$ cat src/rtl/lsu_pkg.sv
// Shared types and size encodings for the load/store sequencer.
package lsu_pkg;

    typedef enum logic [2:0] {
        ST_IDLE    = 3'd0,
        ST_REQ     = 3'd1,
        ST_WAIT_RD = 3'd2,
        ST_DONE    = 3'd3,
        ST_ERR     = 3'd4,
        ST_DRAIN   = 3'd5
    } lsu_state_t;

    localparam logic [1:0] LS_BYTE = 2'b00;
    localparam logic [1:0] LS_HALF = 2'b01;
    localparam logic [1:0] LS_WORD = 2'b10;

endpackage

$ cat src/rtl/lsu_ctrl_align.sv
// Byte-lane steering: store replication/enables, load extraction/extension,
// and the alignment check for the incoming access.
module lsu_align
    import lsu_pkg::*;
(
    input  logic [1:0]  st_size,
    input  logic [1:0]  st_off,
    input  logic [31:0] st_wdata,
    input  logic [1:0]  ld_size,
    input  logic [1:0]  ld_off,
    input  logic        ld_unsigned,
    input  logic [31:0] ld_rdata,
    output logic [31:0] lane_wdata,
    output logic [3:0]  lane_be,
    output logic        misaligned,
    output logic [31:0] ld_data
);

    logic [7:0]  byte_s;
    logic [15:0] half_s;

    assign byte_s = ld_rdata[{ld_off, 3'b000} +: 8];
    assign half_s = ld_rdata[{ld_off[1], 4'b0000} +: 16];

    // Store lane replication, byte enables and alignment check
    always_comb begin
        lane_wdata = st_wdata;
        lane_be    = 4'b0000;
        misaligned = 1'b0;
        case (st_size)
            LS_BYTE: begin
                lane_wdata = {4{st_wdata[7:0]}};
                lane_be    = 4'b0001 << st_off;
            end
            LS_HALF: begin
                lane_wdata = {2{st_wdata[15:0]}};
                lane_be    = 4'b0011 << st_off;
                misaligned = st_off[0];
            end
            LS_WORD: begin
                lane_be    = 4'b1111;
                misaligned = (st_off != 2'b00);
            end
            default: begin
                misaligned = 1'b1;
            end
        endcase
    end

    // Load extraction with sign or zero extension
    always_comb begin
        ld_data = ld_rdata;
        case (ld_size)
            LS_BYTE: ld_data = {{24{~ld_unsigned & byte_s[7]}}, byte_s};
            LS_HALF: ld_data = {{16{~ld_unsigned & half_s[15]}}, half_s};
            default: ld_data = ld_rdata;
        endcase
    end

endmodule

$ cat src/rtl/lsu_ctrl.sv
// Load/store sequencer: accepts one memory access at a time, runs the data-bus
// handshake, stalls the pipeline and reports misalignment and bus timeouts.
module lsu_ctrl
    import lsu_pkg::*;
#(
    parameter int unsigned TIMEOUT_CYCLES = 255
) (
    input  logic        clk_in,
    input  logic        rst_n_in,
    input  logic        req_valid_in,
    input  logic        is_load_in,
    input  logic        mem_wr_req_in,
    input  logic [1:0]  load_size_in,
    input  logic        load_unsigned_in,
    input  logic [31:0] addr_in,
    input  logic [31:0] wdata_in,
    input  logic        flush_in,
    output logic        dmem_req_out,
    output logic        dmem_we_out,
    output logic [31:0] dmem_addr_out,
    output logic [31:0] dmem_wdata_out,
    output logic [3:0]  dmem_be_out,
    input  logic        dmem_ready_in,
    input  logic        dmem_rvalid_in,
    input  logic [31:0] dmem_rdata_in,
    output logic        stall_out,
    output logic        load_valid_out,
    output logic [31:0] load_data_out,
    output logic        misaligned_out,
    output logic        bus_err_out
);

    localparam int unsigned CW = (TIMEOUT_CYCLES > 2) ? $clog2(TIMEOUT_CYCLES) : 1;
    localparam logic [CW-1:0] CNT_LAST = CW'(TIMEOUT_CYCLES - 1);

    lsu_state_t  state_r, state_s;
    logic [CW-1:0] cnt_r;
    logic        accept_s, mis_s, timeout_s, stall_s;
    logic [31:0] lane_wdata_s, ld_data_s;
    logic [3:0]  lane_be_s;
    logic [31:0] addr_r, wdata_r, load_data_r;
    logic [3:0]  be_r;
    logic [1:0]  size_r, off_r;
    logic        we_r, uns_r, err_bus_r;

    assign accept_s  = req_valid_in & (is_load_in | mem_wr_req_in) & ~flush_in;
    assign timeout_s = (cnt_r == CNT_LAST);

    lsu_align u_align (
        .st_size     (load_size_in),
        .st_off      (addr_in[1:0]),
        .st_wdata    (wdata_in),
        .ld_size     (size_r),
        .ld_off      (off_r),
        .ld_unsigned (uns_r),
        .ld_rdata    (dmem_rdata_in),
        .lane_wdata  (lane_wdata_s),
        .lane_be     (lane_be_s),
        .misaligned  (mis_s),
        .ld_data     (ld_data_s)
    );

    // Next-state and pipeline stall decode
    always_comb begin
        state_s = state_r;
        stall_s = 1'b0;
        case (state_r)
            ST_IDLE: begin
                if (accept_s) begin
                    stall_s = 1'b1;
                    state_s = mis_s ? ST_ERR : ST_REQ;
                end else begin
                    state_s = ST_IDLE;
                end
            end
            ST_REQ: begin
                stall_s = 1'b1;
                if (dmem_ready_in) begin
                    // A flushed load still owes a read response, so it must drain.
                    if (flush_in) begin
                        state_s = we_r ? ST_IDLE : ST_DRAIN;
                    end else begin
                        state_s = we_r ? ST_DONE : ST_WAIT_RD;
                    end
                end else if (flush_in) begin
                    state_s = ST_IDLE;
                end else if (timeout_s) begin
                    state_s = ST_ERR;
                end else begin
                    state_s = ST_REQ;
                end
            end
            ST_WAIT_RD: begin
                stall_s = 1'b1;
                if (dmem_rvalid_in) begin
                    state_s = flush_in ? ST_IDLE : ST_DONE;
                end else if (flush_in) begin
                    state_s = ST_DRAIN;
                end else if (timeout_s) begin
                    state_s = ST_ERR;
                end else begin
                    state_s = ST_WAIT_RD;
                end
            end
            ST_DRAIN: begin
                stall_s = req_valid_in;
                if (dmem_rvalid_in || timeout_s) begin
                    state_s = ST_IDLE;
                end else begin
                    state_s = ST_DRAIN;
                end
            end
            ST_DONE: state_s = ST_IDLE;
            ST_ERR:  state_s = ST_IDLE;
            default: state_s = ST_IDLE;
        endcase
    end

    // State register and per-state cycle counter
    always_ff @(posedge clk_in or negedge rst_n_in) begin
        if (!rst_n_in) begin
            state_r <= ST_IDLE;
            cnt_r   <= {CW{1'b0}};
        end else begin
            state_r <= state_s;
            if (state_s != state_r) begin
                cnt_r <= {CW{1'b0}};
            end else if (state_r == ST_REQ || state_r == ST_WAIT_RD || state_r == ST_DRAIN) begin
                cnt_r <= cnt_r + CW'(1'b1);
            end
        end
    end

    // Access capture at acceptance, read data capture and error kind
    always_ff @(posedge clk_in or negedge rst_n_in) begin
        if (!rst_n_in) begin
            addr_r      <= 32'h0000_0000;
            wdata_r     <= 32'h0000_0000;
            be_r        <= 4'b0000;
            we_r        <= 1'b0;
            size_r      <= 2'b00;
            off_r       <= 2'b00;
            uns_r       <= 1'b0;
            load_data_r <= 32'h0000_0000;
            err_bus_r   <= 1'b0;
        end else begin
            if (state_r == ST_IDLE && accept_s) begin
                addr_r  <= {addr_in[31:2], 2'b00};
                wdata_r <= lane_wdata_s;
                be_r    <= lane_be_s;
                we_r    <= mem_wr_req_in;
                size_r  <= load_size_in;
                off_r   <= addr_in[1:0];
                uns_r   <= load_unsigned_in;
            end
            if (state_r == ST_WAIT_RD && dmem_rvalid_in) begin
                load_data_r <= ld_data_s;
            end
            if (state_s == ST_ERR) begin
                err_bus_r <= (state_r != ST_IDLE);
            end
        end
    end

    assign dmem_req_out   = (state_r == ST_REQ);
    assign dmem_we_out    = we_r;
    assign dmem_addr_out  = addr_r;
    assign dmem_wdata_out = wdata_r;
    assign dmem_be_out    = be_r;
    assign stall_out      = stall_s;
    assign load_data_out  = load_data_r;
    assign load_valid_out = (state_r == ST_DONE) & ~we_r & ~flush_in;
    assign misaligned_out = (state_r == ST_ERR) & ~err_bus_r & ~flush_in;
    assign bus_err_out    = (state_r == ST_ERR) & err_bus_r & ~flush_in;

endmodule

$ cat config.mk
export PLATFORM = sky130hd
export DESIGN_NAME = lsu_ctrl
export DESIGN_NICKNAME = d
export VERILOG_FILES = /design/src/rtl/lsu_pkg.sv /design/src/rtl/lsu_ctrl_align.sv /design/src/rtl/lsu_ctrl.sv
export SDC_FILE = /design/constraint.sdc
export NUM_CORES = 1
export LEC_CHECK = 0
export ABC_AREA = 0
export BUFFER_PORTS_ARGS = -buffer_cell sky130_fd_sc_hd__buf_2
export CAP_MARGIN = 0
export CORE_MARGIN = 5
export CORE_UTILIZATION = 38
export CTS_CLUSTER_DIAMETER = 60
export DETAILED_ROUTE_END_ITERATION = 7
export GPL_TIMING_DRIVEN = 0
export PLACE_DENSITY_LB_ADDON = 0.15
export SLEW_MARGIN = 5
export SYNTH_ARGS = -nofsm -noshare
export SYNTH_HDL_FRONTEND = slang
export SYNTH_SLANG_ARGS = --single-unit
$ cat constraint.sdc
create_clock -name clk_in -period 2.2 [get_ports clk_in]
set_input_delay 0.11 -clock clk_in [delete_from_list [all_inputs] [get_ports clk_in]]
set_output_delay 0.11 -clock clk_in [all_outputs]
set_load 0.01 [all_outputs]
# [Word level (Yosys, flattened, before mapping)]
# Index checks and enable logic that the tools add are counted.
[op_classes] bitwise_logic=15 n_mux=22 reduce_logical=12 shifts=4 add_sub_neg=1 eq_ne=11
[op_table] operator="case mux 32 bit (2 select lines)" n=2
[op_table] operator="2-to-1 mux 3 bit" n=11
[op_table] operator="variable part select 32 x 6 -> 16 bit" n=1
[op_table] operator="variable part select 32 x 6 -> 8 bit" n=1
[op_table] operator="2-to-1 mux 8 bit" n=2
[op_table] operator="case mux 3 bit (4 select lines)" n=1
[op_table] operator="case mux 4 bit (3 select lines)" n=1
[op_table] operator="bitwise AND 1 bit" n=10
[op_table] operator="== test 3 bit, second input constant" n=3
[op_table] operator="adder 8 x 1 -> 8 bit, second input constant" n=1
[op_table] operator="== test 8 bit, second input constant" n=1
[op_table] operator="== test 3 x 2 -> 1 bit, second input constant" n=2
[op_table] operator="case mux 1 bit (3 select lines)" n=2
[op_table] operator="== test 2 x 1 -> 1 bit, second input constant" n=2
[op_table] operator="logical NOT 2 bit" n=2
[op_table] operator="inverter 1 bit" n=4
[op_table] operator="nonzero test 2 bit" n=2
[op_table] operator="<< shifter 1 x 2 -> 4 bit, first input constant" n=1
[op_table] operator="<< shifter 2 x 2 -> 4 bit, first input constant" n=1
[op_table] operator="== test 3 x 1 -> 1 bit, second input constant" n=1
[op_table] operator="logical NOT 3 bit" n=1
[op_table] operator="logical OR 1 bit" n=3
[op_table] operator="!= test 3 bit" n=1
[op_table] operator="nonzero test 3 bit" n=1
[op_table] operator="6 further kinds" n=8
[totals] output_inout_bits=106 inputBits=107 word_cells=76 register_bits=116

# [Depth between registers and ports, before layout]
# Gate-level depths: netlist of run 1.
[logic_depth] depth_word=7 ltp_mapped=7

# [By module]
# A second synthesis of run 1 with hierarchy kept.
[hier_totals] hier_cells=645 hier_area_um2=6010.8
[by_module_without_submodules] module="lsu_ctrl" instances=1 area_each_um2=4812.1 cells_each=484
[by_module_without_submodules] module="lsu_align" instances=1 area_each_um2=1198.6 cells_each=161

# [Worst setup path before layout of run 1]
# No wires, ideal clock.
[synth_path] path_kind="reg2reg" start="reg cnt_r[0]" end="reg err_bus_r" required_time_ps=2096 stages_incl_launch_ff=8 n_path_buf=0 setup_ps=104 arrival_time_ps=1573 setup_slack_ps=523 path_cell_list="dfrtp_1 -> inv_1 -> ha_1 -> nand3_1 -> o221ai_2 -> o21ai_2 -> or3_4 -> o41ai_2"
[synth_via] elab_chain_len=6
[synth_rtl] element="start, declared" line_no="lsu_ctrl.sv:37" source="logic [CW-1:0] cnt_r;"
[synth_rtl] element="start signal, assigned" line_no="lsu_ctrl.sv:123" source="cnt_r <= {CW{1'b0}};"
[synth_rtl] element="start signal, assigned" line_no="lsu_ctrl.sv:127" source="cnt_r <= {CW{1'b0}};"
[synth_rtl] element="start signal, assigned" line_no="lsu_ctrl.sv:129" source="cnt_r <= cnt_r + CW'(1'b1);"
[synth_rtl] element="== test 8 bit (*)" line_no="lsu_ctrl.sv:47" source="assign timeout_s = (cnt_r == CNT_LAST);"
[synth_rtl] element="2-to-1 mux 3 bit" line_no="lsu_ctrl.sv:87" source="end else if (timeout_s) begin"
[synth_rtl] element="2-to-1 mux 3 bit" line_no="lsu_ctrl.sv:85" source="end else if (flush_in) begin"
[synth_rtl] element="2-to-1 mux 3 bit" line_no="lsu_ctrl.sv:78" source="if (dmem_ready_in) begin"
[synth_rtl] element="case mux 3 bit (4 select lines) (*)" line_no="lsu_ctrl.sv:67" source="case (state_r)"
[synth_rtl] element="net state_s[0]" line_no="lsu_ctrl.sv:36" source="lsu_state_t state_r, state_s;"
[synth_rtl] element="== test 3 bit (*)" line_no="lsu_ctrl.sv:159" source="if (state_s == ST_ERR) begin"
[synth_rtl] element="end signal, assigned" line_no="lsu_ctrl.sv:160" source="err_bus_r <= (state_r != ST_IDLE);"
[synth_rtl] element="end, declared" line_no="lsu_ctrl.sv:44" source="logic we_r, uns_r, err_bus_r;"
# Mark *: on every way through the listed nets, which the timed path passes. The rest lies on a longest branch.
# A chain may end at the register's enable or synchronous reset.

# [Final worst setup path of run 1]
[layout_path] start="reg state_r[1]" end="reg be_r[2], in the netlist dmem_be_out[2]"
[layout_via] elab_chain_len=2
[layout_rtl] element="start, declared" line_no="lsu_ctrl.sv:36"
[layout_rtl] element="start signal, assigned" line_no="lsu_ctrl.sv:125" source="state_r <= state_s;"
[layout_rtl] element="logical NOT 3 bit" line_no="lsu_ctrl.sv:147" source="if (state_r == ST_IDLE && accept_s) begin"
[layout_rtl] element="logical AND 1 bit" line_no="lsu_ctrl.sv:147"
[layout_rtl] element="end signal, assigned" line_no="lsu_ctrl.sv:150" source="be_r <= lane_be_s;"
[layout_rtl] element="end, declared" line_no="lsu_ctrl.sv:42" source="logic [3:0] be_r;"
# Every way passes these cells.

==> results of run 1 <==
-- cells by family after synthesis --
| family | after synthesis |
|---|---|
| XOR/XNOR | 7 |
| other | 1 |
| flip-flops | 116 |
| multiplexers | 34 |
| buffers and inverters | 45 |
| AND/OR/NAND/NOR | 293 |
| AO/OA/AOI/OAI | 115 |
| adder cells (fa/ha/maj) | 3 |
-- timing repair --
item | in CTS | in global routing
hold buffers | 68 | 0
gates resized for setup | 0 | 1
setup endpoints to repair | 0 | 1
endpoints found under the hold margin | 113 | 0
-- registers in the layout, indices dropped and copies added (netlist names) --
signal,count
cnt_r,8
dmem_addr_out,30
dmem_be_out,4
dmem_wdata_out,32
dmem_we_out,1
err_bus_r,1
load_data_out,32
off_r,2
size_r,2
state_r,3
uns_r,1
-- critical path, cell delays in order (launching register included) --
cell and delay [ps]:
dfrtp_1 390, nor3b_1 430, and3_1 210, buf_2 140, buf_2 260, buf_2 270
o21ai_0 150, nand2_1 80
-- power by group --
part           total [mW]  switching, mW  internal (mW)
logic                3.63           2.09           1.54
registers            3.58          0.538           3.04
clock network        2.82          0.947           1.87
total                10.0           3.57           6.45
-- cells in the final DEF (no fill, tap or decap), drive strengths merged, types with 8 or more instances in the layout --
cell type    netlist  final
mux2               8      8
buf               23    232
dlygate4sd3        0     68
clkbuf            16     41
nand2            182    182
nor2              62     62
dfrtp            116    116
o21ai             41     41
nor3               8      8
mux2i             25     25
a21oi             43     43
-- worst paths after layout --
check | from | to | depth (start not counted)
max | state_r[1] | dmem_be_out[2] | 7
min | wdata_in[19] | dmem_wdata_out[19] | 3
max reg2reg | state_r[1] | dmem_be_out[2] | 7
min reg2reg | dmem_addr_out[15] | dmem_addr_out[15] | 2
max in group asynchronous | rst_n_in | dmem_addr_out[11] | 3
min in group asynchronous | rst_n_in | err_bus_r | 2
-- area by class of cell --
type                    instances  area, µm²  share of cell area
plain buffers                  39      201.4             0.02449
clock buffers                  25      525.5             0.06389
well taps                     184      230.2             0.02799
repair buffers                277       1755              0.2134
clock inverters                 7      92.59             0.01126
inverters                       6      22.52            0.002738
multi-input cells             454       2495              0.3033
flip-flops and latches        116       2903              0.3529
-- metal layers --
metal,share of wire,up-vias
met2,0.50,196
met3,0.077,33
li1,-,2667
met1,0.41,2692
met5,0,-
met4,0.018,0
-- metrics by stage --
step	cells	hold WS, ps	power, mW	setup TNS [ps]
2_1_floorplan	615	-185.6	5.534	0
3_3_place_gp	1007	302.3	7.057	-50280
3_5_place_dp	1008	76.50	7.149	0
4_1_cts	1108	1.577	10.11	0
5_1_grt	1108	24.75	10.71	0
6_report	1108	16.13	10.03	0
==> impl_results.md, run 1 <==
- Final Hold Vio Count: 0
- Count of clock tree sinks: 116
- Portion of the clock cycle consumed by the worst path in the final layout: 0.9101
- Area growth from synthesis to layout: 46.54%
- Aggregate routed wire length: 18.20 mm
- Count of standard-cell rows: between 40 and 50
- Netlist Area Pre-Place: 5613 µm²
- Leading area contributor after synthesis: dfrtp_1
- Combinational family with the most area after synthesis: simple AND/OR/NAND/NOR gates
- Biggest fanout along the worst timing path: 10
- Overall track demand over capacity in global routing: 0.2097
- Clock buffer depth: 2
- Transition at the pin with the smallest max-transition slack: approximately 670 ps
- Final weighted congestion of routability-driven global placement: 0.8708
- DRC errors left: 0
- Number of synthesis warnings: 0
- Root buffer cell: clkbuf_16
- Count of port buffers added during placement: between 200 and 250
- Share of post-route cells with drive strength above 1: 0.3182
- Synthesized area divided by synthesized cell count: ~9 µm²
- Horizontal extent of the die: 131.5 µm
- Data arrival time of the critical path: 2340 ps
- Vias: 5588
- Setup WS pre-CTS: 202.4 ps
- Initial Util: 0.3862
- Portion of netlist area occupied by mux cells: 0.06465
- Post-layout minimum cycle time: roughly 2000 ps
- Starting DRT DRC Count: roughly 310
- Post-route cell area: 8225 µm²
- Primary FF master, synth: dfrtp_1
- Slew HR: 0.5561
- Adder-cell share of the synthesized area: 0.006687
- Area fraction in and, or, nand and nor cells after synthesis: 0.2254
- Number of antenna violations at the first check in global routing: 0
- Most used standard cell by instance count after synthesis: nand2_1
- Run status: finished, final reports clean
- Class of the tightest hold or removal check: input port to flop
- Worst-case register-to-register setup slack: 200 ps
- Final net count: about 1000
- Critical path startpoint category: flop
- Clock latency on the worst-skew pair: about 400 ps
- Unrepaired setup endpoints after global routing: false
- Fin. max-slew vios: 0
- Met3 usage: 0.07683
- Grt peak-use layer: met2
- Post-route setup slack: between 150 and 200 ps
- Distinct cell type count after synthesis: 58
- Half-perimeter wire length after detailed placement: around 13 mm
- Area share of the largest cell type after synthesis: 0.5172
- EDFF count, synth: 0
- Number of buffers inserted by post-CTS setup repair: 0
- Clock tree from TritonCTS: built
- Final core utilization: 0.5659
- Clock slew seen by the registers of the worst setup and hold paths: around 50 ps
- Synth top area cells: dfrtp_1 (52%), nand2_1 (12%), mux2i_1 (4.5%)
- Routed via count divided by cell count: approximately 5.0
- Leakage dissipation: roughly 4.2 nW
- Post-synthesis async set-or-reset flop share: 1.000
- Leading cell types by count after synthesis: nand2_1 (182), dfrtp_1 (116), nor2_1 (60)
- Number of top-level pins: 213
- Clock skew: ~11 ps
- Number of max-cap violations: 0
- Synth Area in Compound Gates: 0.1346
- Cell count after synthesis: roughly 600
- Number of fill cells in the layout: 1332
- Number of nets with antenna violations after detailed routing: 0
- Antenna diodes: 0
- H-tree level count: 4
- Met1 Track Usage GR: 0.2527
- TritonRoute pass-1 iters: 5
- Worst EP required: around 2500 ps
- Area of placed instances: roughly 7000 µm²
- Largest net degree at the start of global routing: 71
- Average wire length per cell after detail routing: ~16 µm
- Pwr Density: around 1200 nW/µm²
- Share of the synthesized netlist area taken by xor and xnor gates: 0.01092
- CORE AREA: 14530 µm²
- Number of failing setup endpoints in the final timing report: 0
- Wire length of the first global-routing pass: about 30 mm
- Vias in the first global route: 5899
- Sequential element share of the synthesized area: 0.5172
- Die height: approximately 130 µm
- Number of clock buffers inserted by TritonCTS: 17
- Critical path start-end classification: flop to flop
- Met2 global-route usage: 0.3505
- Peak supply drop: 0.7137 mV
- Worst setup EP type: flop
- Congestion Overflow GR: 0
- Flip-flop and latch count after synthesis: roughly 120
- Maximum clock frequency: roughly 500 MHz
- Overall die area: between 15000 and 20000 µm²
Power figures use the tool's default switching activity.
==> inputs of run 2 (changes only) <==
CTS_BUF_LIST = sky130_fd_sc_hd__clkbuf_4   (was unset)
==> run 2 against run 1 <==
Clock skew grew 12 ps. Largest cell class unchanged. Maximum frequency down 0.62%. Clock-buffer cell count is 7 lower. Worst setup slack worse by 12 ps. Cell count is 3.1% higher. Cell area fell by 0.53%. Clock power down 49%. Sequential power barely moved.
==> impl_results.md, run 2 (same netlist as run 1, synthesis figures left out) <==
- Run status: finished, final reports clean
- Initial Util: 0.3862 (unchanged)
- Biggest fanout along the worst timing path: 9 (-1)
- Count of clock tree sinks: 116 (unchanged)
- Number of failing setup endpoints in the final timing report: 0 (unchanged)
- TritonRoute pass-1 iters: 5 (unchanged)
- Final core utilization: 0.5629 (-0.003014)
- Number of buffers inserted by post-CTS setup repair: 0 (unchanged)
- Fin. max-slew vios: 0 (unchanged)
- Met2 wire length: 9.211 mm (+1.9%)
- Worst setup EP type: flop
- Count of standard-cell rows: 44 (unchanged)
- Class of the tightest hold or removal check: input port to flop
- Routed metal-1 wire length: 7.308 mm (-1.8%)
- Clock skew: 23.84 ps (+12.47 ps)
- Combinational cell fraction of total power: 0.422 (+0.060)
- Congestion Overflow GR: 0 (unchanged)
- Clock slew seen by the registers of the worst setup and hold paths: 100 ps (+50 ps)
- Post-route cell area: 8182 µm² (-0.53%)
- Switching Share: 0.3936 (+0.03735)
- Final Hold Vio Count: 0 (unchanged)
- Worst path cell trace: buf_4 -> inv_1 -> nor3_1 -> a222oi_1 -> o21ai_0
- Vias in the first global route: 6065 (+2.8%)
- Half-perimeter wire length after detailed placement: 13.24 mm (unchanged)
- Clock buffer depth: 2 (unchanged)
- Portion of the clock cycle consumed by the worst path in the final layout: 0.9157 (+0.005659)
- Maximum clock frequency: 496.4 MHz (-0.62%)
- Overall track demand over capacity in global routing: 0.2119 (+0.002167)
- CORE AREA: 14530 µm² (unchanged)
- Area of placed instances: 6922 µm² (unchanged)
- Peak supply drop: 0.5116 mV (-28%)
- Final net count: 1053 (+3.1%)
- Largest net degree at the start of global routing: 71 (unchanged)
- Post-CTS Hold Fix Bufs: 100 (+47%)
- Area growth from synthesis to layout: 45.76%
- Met3 layer wire length in the routed design: 1.480 mm (+5.4%)
- Clock tree from TritonCTS: built
- Number of nets with antenna violations after detailed routing: 0 (unchanged)
- Internal Dissipation: 5.256 mW (-19%)
- DRC errors left: 0 (unchanged)
- Number of max-cap violations: 0 (unchanged)
- Setup WS pre-CTS: 202.4 ps (unchanged)
- Root buffer cell: clkbuf_4
- Top library cells by usage in the layout, fill and taps aside: buf_2 (224), nand2_1 (182), dfrtp_1 (116)
- Worst EP required: 2630 ps (+90 ps)
- Die height: 131.5 µm (unchanged)
- Post-layout minimum cycle time: 2015 ps (+12.45 ps)
- Starting DRT DRC Count: 258 (-15%)
- Data arrival time of the critical path: 2440 ps (+100 ps)
- Transition at the pin with the smallest max-transition slack: 928.2 ps (+262.3 ps)
- Max stage delay on crit path: 790 ps (+360 ps)
- Number of top-level pins: 213 (unchanged)
- Unrepaired setup endpoints after global routing: false
- Slew HR: 0.3764 (-0.1796)
- Power share of the clock group: 0.167 (-0.114)
- Number of antenna violations at the first check in global routing: 2 (+2)
- Average wire length per cell after detail routing: 16.13 µm (-1.8%)
- Aggregate routed wire length: 18.42 mm (+1.2%)
- Overall die area: 17300 µm² (unchanged)
- Final weighted congestion of routability-driven global placement: 0.8708 (unchanged)
- Number of resized instances in the post-cts repair step: 0 (unchanged)
- Routed via count divided by cell count: 5.041 (about the same)
- Clock latency on the worst-skew pair: 520 ps (+110 ps)
- Total Power: 8.667 mW (-14%)
- H-tree level count: 4 (unchanged)
- Most common cell after layout, fill and taps aside: buf_2
- Horizontal extent of the die: 131.5 µm (unchanged)
- Share of post-route cells with drive strength above 1: 0.3002 (-0.01797)
- Sequential cell fraction of total power: 0.411 (+0.054)
- Top layer in use: met4
- Critical path start-end classification: flop to flop
- Wire length of the first global-routing pass: 30.28 mm (+0.85%)
- Number of clock buffers inserted by TritonCTS: 17 (unchanged)
- Post-route setup slack: 185.4 ps (-12.45 ps)
- Critical path startpoint category: flop
- Critical path's slowest cell: nor3_1
- Net Switching: 3.412 mW (-4.5%)
- Vias: 5757 (+3.0%)
- Pwr Density: 1059 nW/µm² (-13%)
- Leakage dissipation: 4.139 nW (-0.83%)
- Count of port buffers added during placement: 208 (unchanged)
==> run 2: cell types whose count changed in the layout (fill, tap and decap cells not counted) <==
| cell | before | now |
|---|---|---|
| dlygate4sd3_1 | 68 | 100 |
| clkbuf_4 | 0 | 18 |
| clkbuf_16 | 17 | 0 |
| clkbuf_1 | 17 | 16 |
| diode_2 | 0 | 2 |
| clkinv_1 | 0 | 7 |
| clkbuf_8 | 7 | 0 |
| nor3_2 | 1 | 0 |
| nor3_1 | 7 | 8 |
==> run 2: per-layer routing <==
layer | up-vias | GRT usage
met5 | - | 0
met2 | 219 | 0.3581
met1 | 2765 | 0.2473
met3 | 37 | 0.07683
met4 | 0 | 0.07829
li1 | 2736 | -
==> run 2: final timing paths <==
path                                   startpoint                  to  slack (ps)  cells after the start
worst min register to register  dmem_addr_out[15]   dmem_addr_out[15]         480                      2
worst min-delay path              load_size_in[0]      dmem_be_out[1]          80                      5
worst max-delay path                     off_r[1]    load_data_out[3]         190                      5
worst max register to register           off_r[1]    load_data_out[3]         190                      5
min in group asynchronous                rst_n_in  dmem_wdata_out[22]         110                      2
max in group asynchronous                rst_n_in   load_data_out[15]        1400                      3
==> run 2: final cells by class <==
class                           count  area, µm²
Sequential cell                   116       2903
Buffer                             39      201.4
Antenna cell                        2      5.005
Inverter                            6      22.52
Multi-Input combinational cell    454       2490
Tap cell                          184      230.2
Fill cell                        1325       6352
Clock buffer                       18      135.1
Clock inverter                     14      118.9
Timing Repair Buffer              309       2076
==> run 2: power by group through the flow <==
stage          sequential, mW  combinational (mW)  clock, mW
2_1_floorplan            3.94                1.59          0
3_3_place_gp             3.56                3.49          0
3_5_place_dp             3.59                3.56          0
4_1_cts                  3.56                3.70       1.49
5_1_grt                  3.68                4.07       1.60
6_report                 3.56                3.66       1.45
==> run 2: critical path, delay by kind of cell, from the launching register on <==
family,cells,cell delay (ps)
and+or+nand+nor,1,790
DFF,1,330
buffers and inverters,2,290
AOI/OAI and AO/OA,2,530
==> run 2: through the flow <==
| stage | setup TNS [ps] | std cells | hold slack (ps) |
|---|---|---|---|
| after detailed placement | 0 | 1008 | 76.50 |
| after floorplan | 0 | 615 | -185.6 |
| after global routing | 0 | 1142 | 57.54 |
| final | 0 | 1142 | 79.84 |
| after CTS | 0 | 1140 | 18.22 |
| after global placement | -50280 | 1007 | 302.3 |
==> inputs of run 3 (changes only) <==
--- a/config.mk
+++ b/config.mk
@@ -16,4 +16,5 @@
 export GPL_TIMING_DRIVEN = 0
 export PLACE_DENSITY_LB_ADDON = 0.15
+export SETUP_SLACK_MARGIN = 0.2
 export SLEW_MARGIN = 5
 export SYNTH_ARGS = -nofsm -noshare
==> constraint.sdc (replaced) <==
create_clock -name clk_in -period 2.2 [get_ports clk_in]
set_input_delay 0.11 -clock clk_in [delete_from_list [all_inputs] [get_ports clk_in]]
set_output_delay 0.11 -clock clk_in [all_outputs]
set_load 0.005 [all_outputs]
==> run 3 against run 2 <==
Global-route usage is essentially flat. First-iteration DRC count is 18% higher. Cell area up 0.54%. Sequential cell count unchanged. Cell count about the same. Maximum frequency increased by 6.1%. Core utilization is 0.30 points higher. Critical path type unchanged. Largest power group is now sequential cells.
==> impl_results.md, run 3 (same netlist as run 1, synthesis figures left out) <==
- Run status: finished, final reports clean
- Portion of the clock cycle consumed by the worst path in the final layout: 0.8634 (-0.05231)
- Biggest fanout along the worst timing path: 4 (-5)
- Top library cells by usage in the layout, fill and taps aside: buf_2 (223), nand2_1 (182), dfrtp_1 (116)
- Most common cell after layout, fill and taps aside: buf_2
- Starting DRT DRC Count: 304 (+18%)
- Count of standard-cell rows: 44 (unchanged)
- Clock tree from TritonCTS: built
- Clock buffer depth: 2 (unchanged)
- Clock latency on the worst-skew pair: 520 ps (about the same)
- Unrepaired setup endpoints after global routing: false
- Largest net degree at the start of global routing: 71 (unchanged)
- Leakage dissipation: 4.157 nW (+0.43%)
- Class of the tightest hold or removal check: input port to flop
- Critical path's slowest cell: dfrtp_1
- Combinational cell fraction of total power: 0.401 (-0.021)
- Aggregate routed wire length: 18.55 mm (+0.71%)
- Count of port buffers added during placement: 208 (unchanged)
- Worst path cell trace: inv_1 -> ha_1 -> nand3_1 -> o221ai_2 -> o21ai_2 -> or3_4 -> o41ai_2
- Worst setup EP type: flop
- Transition at the pin with the smallest max-transition slack: 695.2 ps (-233.0 ps)
- Overall die area: 17300 µm² (unchanged)
- Vias in the first global route: 6063 (-0.033%)
- Maximum clock frequency: 526.4 MHz (+6.1%)
- Pwr Density: 1018 nW/µm² (-3.9%)
- Worst EP required: 2610 ps (-20 ps)
- Vias: 5772 (+0.26%)
- Overall track demand over capacity in global routing: 0.2118 (about the same)
- Die height: 131.5 µm (unchanged)
- Number of antenna violations at the first check in global routing: 2 (unchanged)
- H-tree level count: 4 (unchanged)
- Count of clock tree sinks: 116 (unchanged)
- Switching Share: 0.3715 (-0.02214)
- Number of max-cap violations: 0 (unchanged)
- Internal Dissipation: 5.262 mW (+0.13%)
- Data arrival time of the critical path: 2310 ps (-130 ps)
- Power share of the clock group: 0.174 (+0.007)
- Slew HR: 0.5365 (+0.1601)
- Area growth from synthesis to layout: 46.54%
- Sequential cell fraction of total power: 0.426 (+0.015)
- Critical path startpoint category: flop
- Wire length of the first global-routing pass: 30.27 mm (about the same)
- Number of top-level pins: 213 (unchanged)
- Area of the multi-input gates: 2522 µm² (+1.3%)
- Share of post-route cells with drive strength above 1: 0.3062 (+0.005956)
- Number of clock buffers inserted by TritonCTS: 17 (unchanged)
- DRC errors left: 0 (unchanged)
- Initial Util: 0.3862 (unchanged)
- Peak supply drop: 0.4968 mV (-2.9%)
- Total Power: 8.373 mW (-3.4%)
- Critical path start-end classification: flop to flop
- Post-layout minimum cycle time: 1900 ps (-115.1 ps)
- Max stage delay on crit path: 420 ps (-370 ps)
- Final core utilization: 0.5659 (+0.003014)
- Fin. max-slew vios: 0 (unchanged)
- TritonRoute pass-1 iters: 5 (unchanged)
- Clock skew: 21.22 ps (-2.626 ps)
- Number of nets with antenna violations after detailed routing: 0 (unchanged)
- Final weighted congestion of routability-driven global placement: 0.8708 (unchanged)
- Final net count: 1054 (+0.095%)
- Clock slew seen by the registers of the worst setup and hold paths: 90 ps (about the same)
- Number of fill cells in the layout: 1320 (-0.38%)
- Average wire length per cell after detail routing: 16.23 µm (+0.62%)
- Congestion Overflow GR: 0 (unchanged)
- Net Switching: 3.110 mW (-8.8%)
- Horizontal extent of the die: 131.5 µm (unchanged)
- Reg area: 2903 µm² (unchanged)
- Number of failing setup endpoints in the final timing report: 0 (unchanged)
- Root buffer cell: clkbuf_4
- CORE AREA: 14530 µm² (unchanged)
- Routed via count divided by cell count: 5.050 (+0.17%)
- Final Hold Vio Count: 0 (unchanged)
- Half-perimeter wire length after detailed placement: 13.24 mm (unchanged)
## run 3: final timing paths
kind | slack [ps] | startpoint | endpoint | cells past startpoint
setup / recovery | 300 | cnt_r[0] | err_bus_r | 7
hold / removal | 80 | load_size_in[0] | dmem_be_out[1] | 5
setup reg to reg | 300 | cnt_r[0] | err_bus_r | 7
hold reg to reg | 480 | dmem_addr_out[15] | dmem_addr_out[15] | 2
max in group asynchronous | 1410 | rst_n_in | load_data_out[15] | 3
min in group asynchronous | 110 | rst_n_in | err_bus_r | 2
## run 3: timing repair
action                     4_1_cts  5_1_grt
resized for setup                1        9
hold endpoints to repair       217        0
setup endpoints to repair        1       25
hold buffers                   100        0
buffers inserted                 0        1
## run 3: critical path: cells and delay by family, from the launching register on
family / cells / cell delay, ps
DFF: 1 / 420
adders and majority gates: 1 / 150
and+or+nand+nor: 2 / 530
AOI/OAI and AO/OA: 3 / 650
buffers and inverters: 1 / 70
## run 3: layout make-up
type                    count  area share
diodes                      2   0.0006085
plain buffers              39     0.02495
clock buffers              18     0.01643
clock inverters            14     0.01445
inverters                   6    0.002738
multi-input cells         454      0.3067
flip-flops and latches    116      0.3529
well taps                 184     0.02799
repair buffers            310      0.2533
## run 3: through the flow
step,TNS (ps),worst slack [ps],area [µm²],hold WS (ps),instances
global placement,-50280,-440.3,6888,302.3,1007
CTS,0,218.2,8182,18.22,1140
detailed placement,0,202.4,6922,76.50,1008
global route,0,206.9,8225,57.54,1143
floorplan,0,523.3,5617,-185.6,615
finish,0,300.4,8225,78.27,1143
## run 3: power by group through the flow
| stage | logic, mW | clock network, mW | registers [mW] |
|---|---|---|---|
| 2_1_floorplan | 1.58 | 0 | 3.62 |
| 3_3_place_gp | 3.15 | 0 | 3.56 |
| 3_5_place_dp | 3.22 | 0 | 3.59 |
| 4_1_cts | 3.36 | 1.49 | 3.56 |
| 5_1_grt | 3.76 | 1.60 | 3.68 |
| 6_report | 3.35 | 1.45 | 3.57 |
## run 3: metal layers
metal	GRT usage	up-vias	part of all wire	wire (µm)
li1	-	2739	-	-
met1	0.2471	2770	0.40	7355
met2	0.3581	228	0.50	9315
met3	0.07683	35	0.080	1491
met4	0.07829	0	0.021	391
met5	0	-	0	0
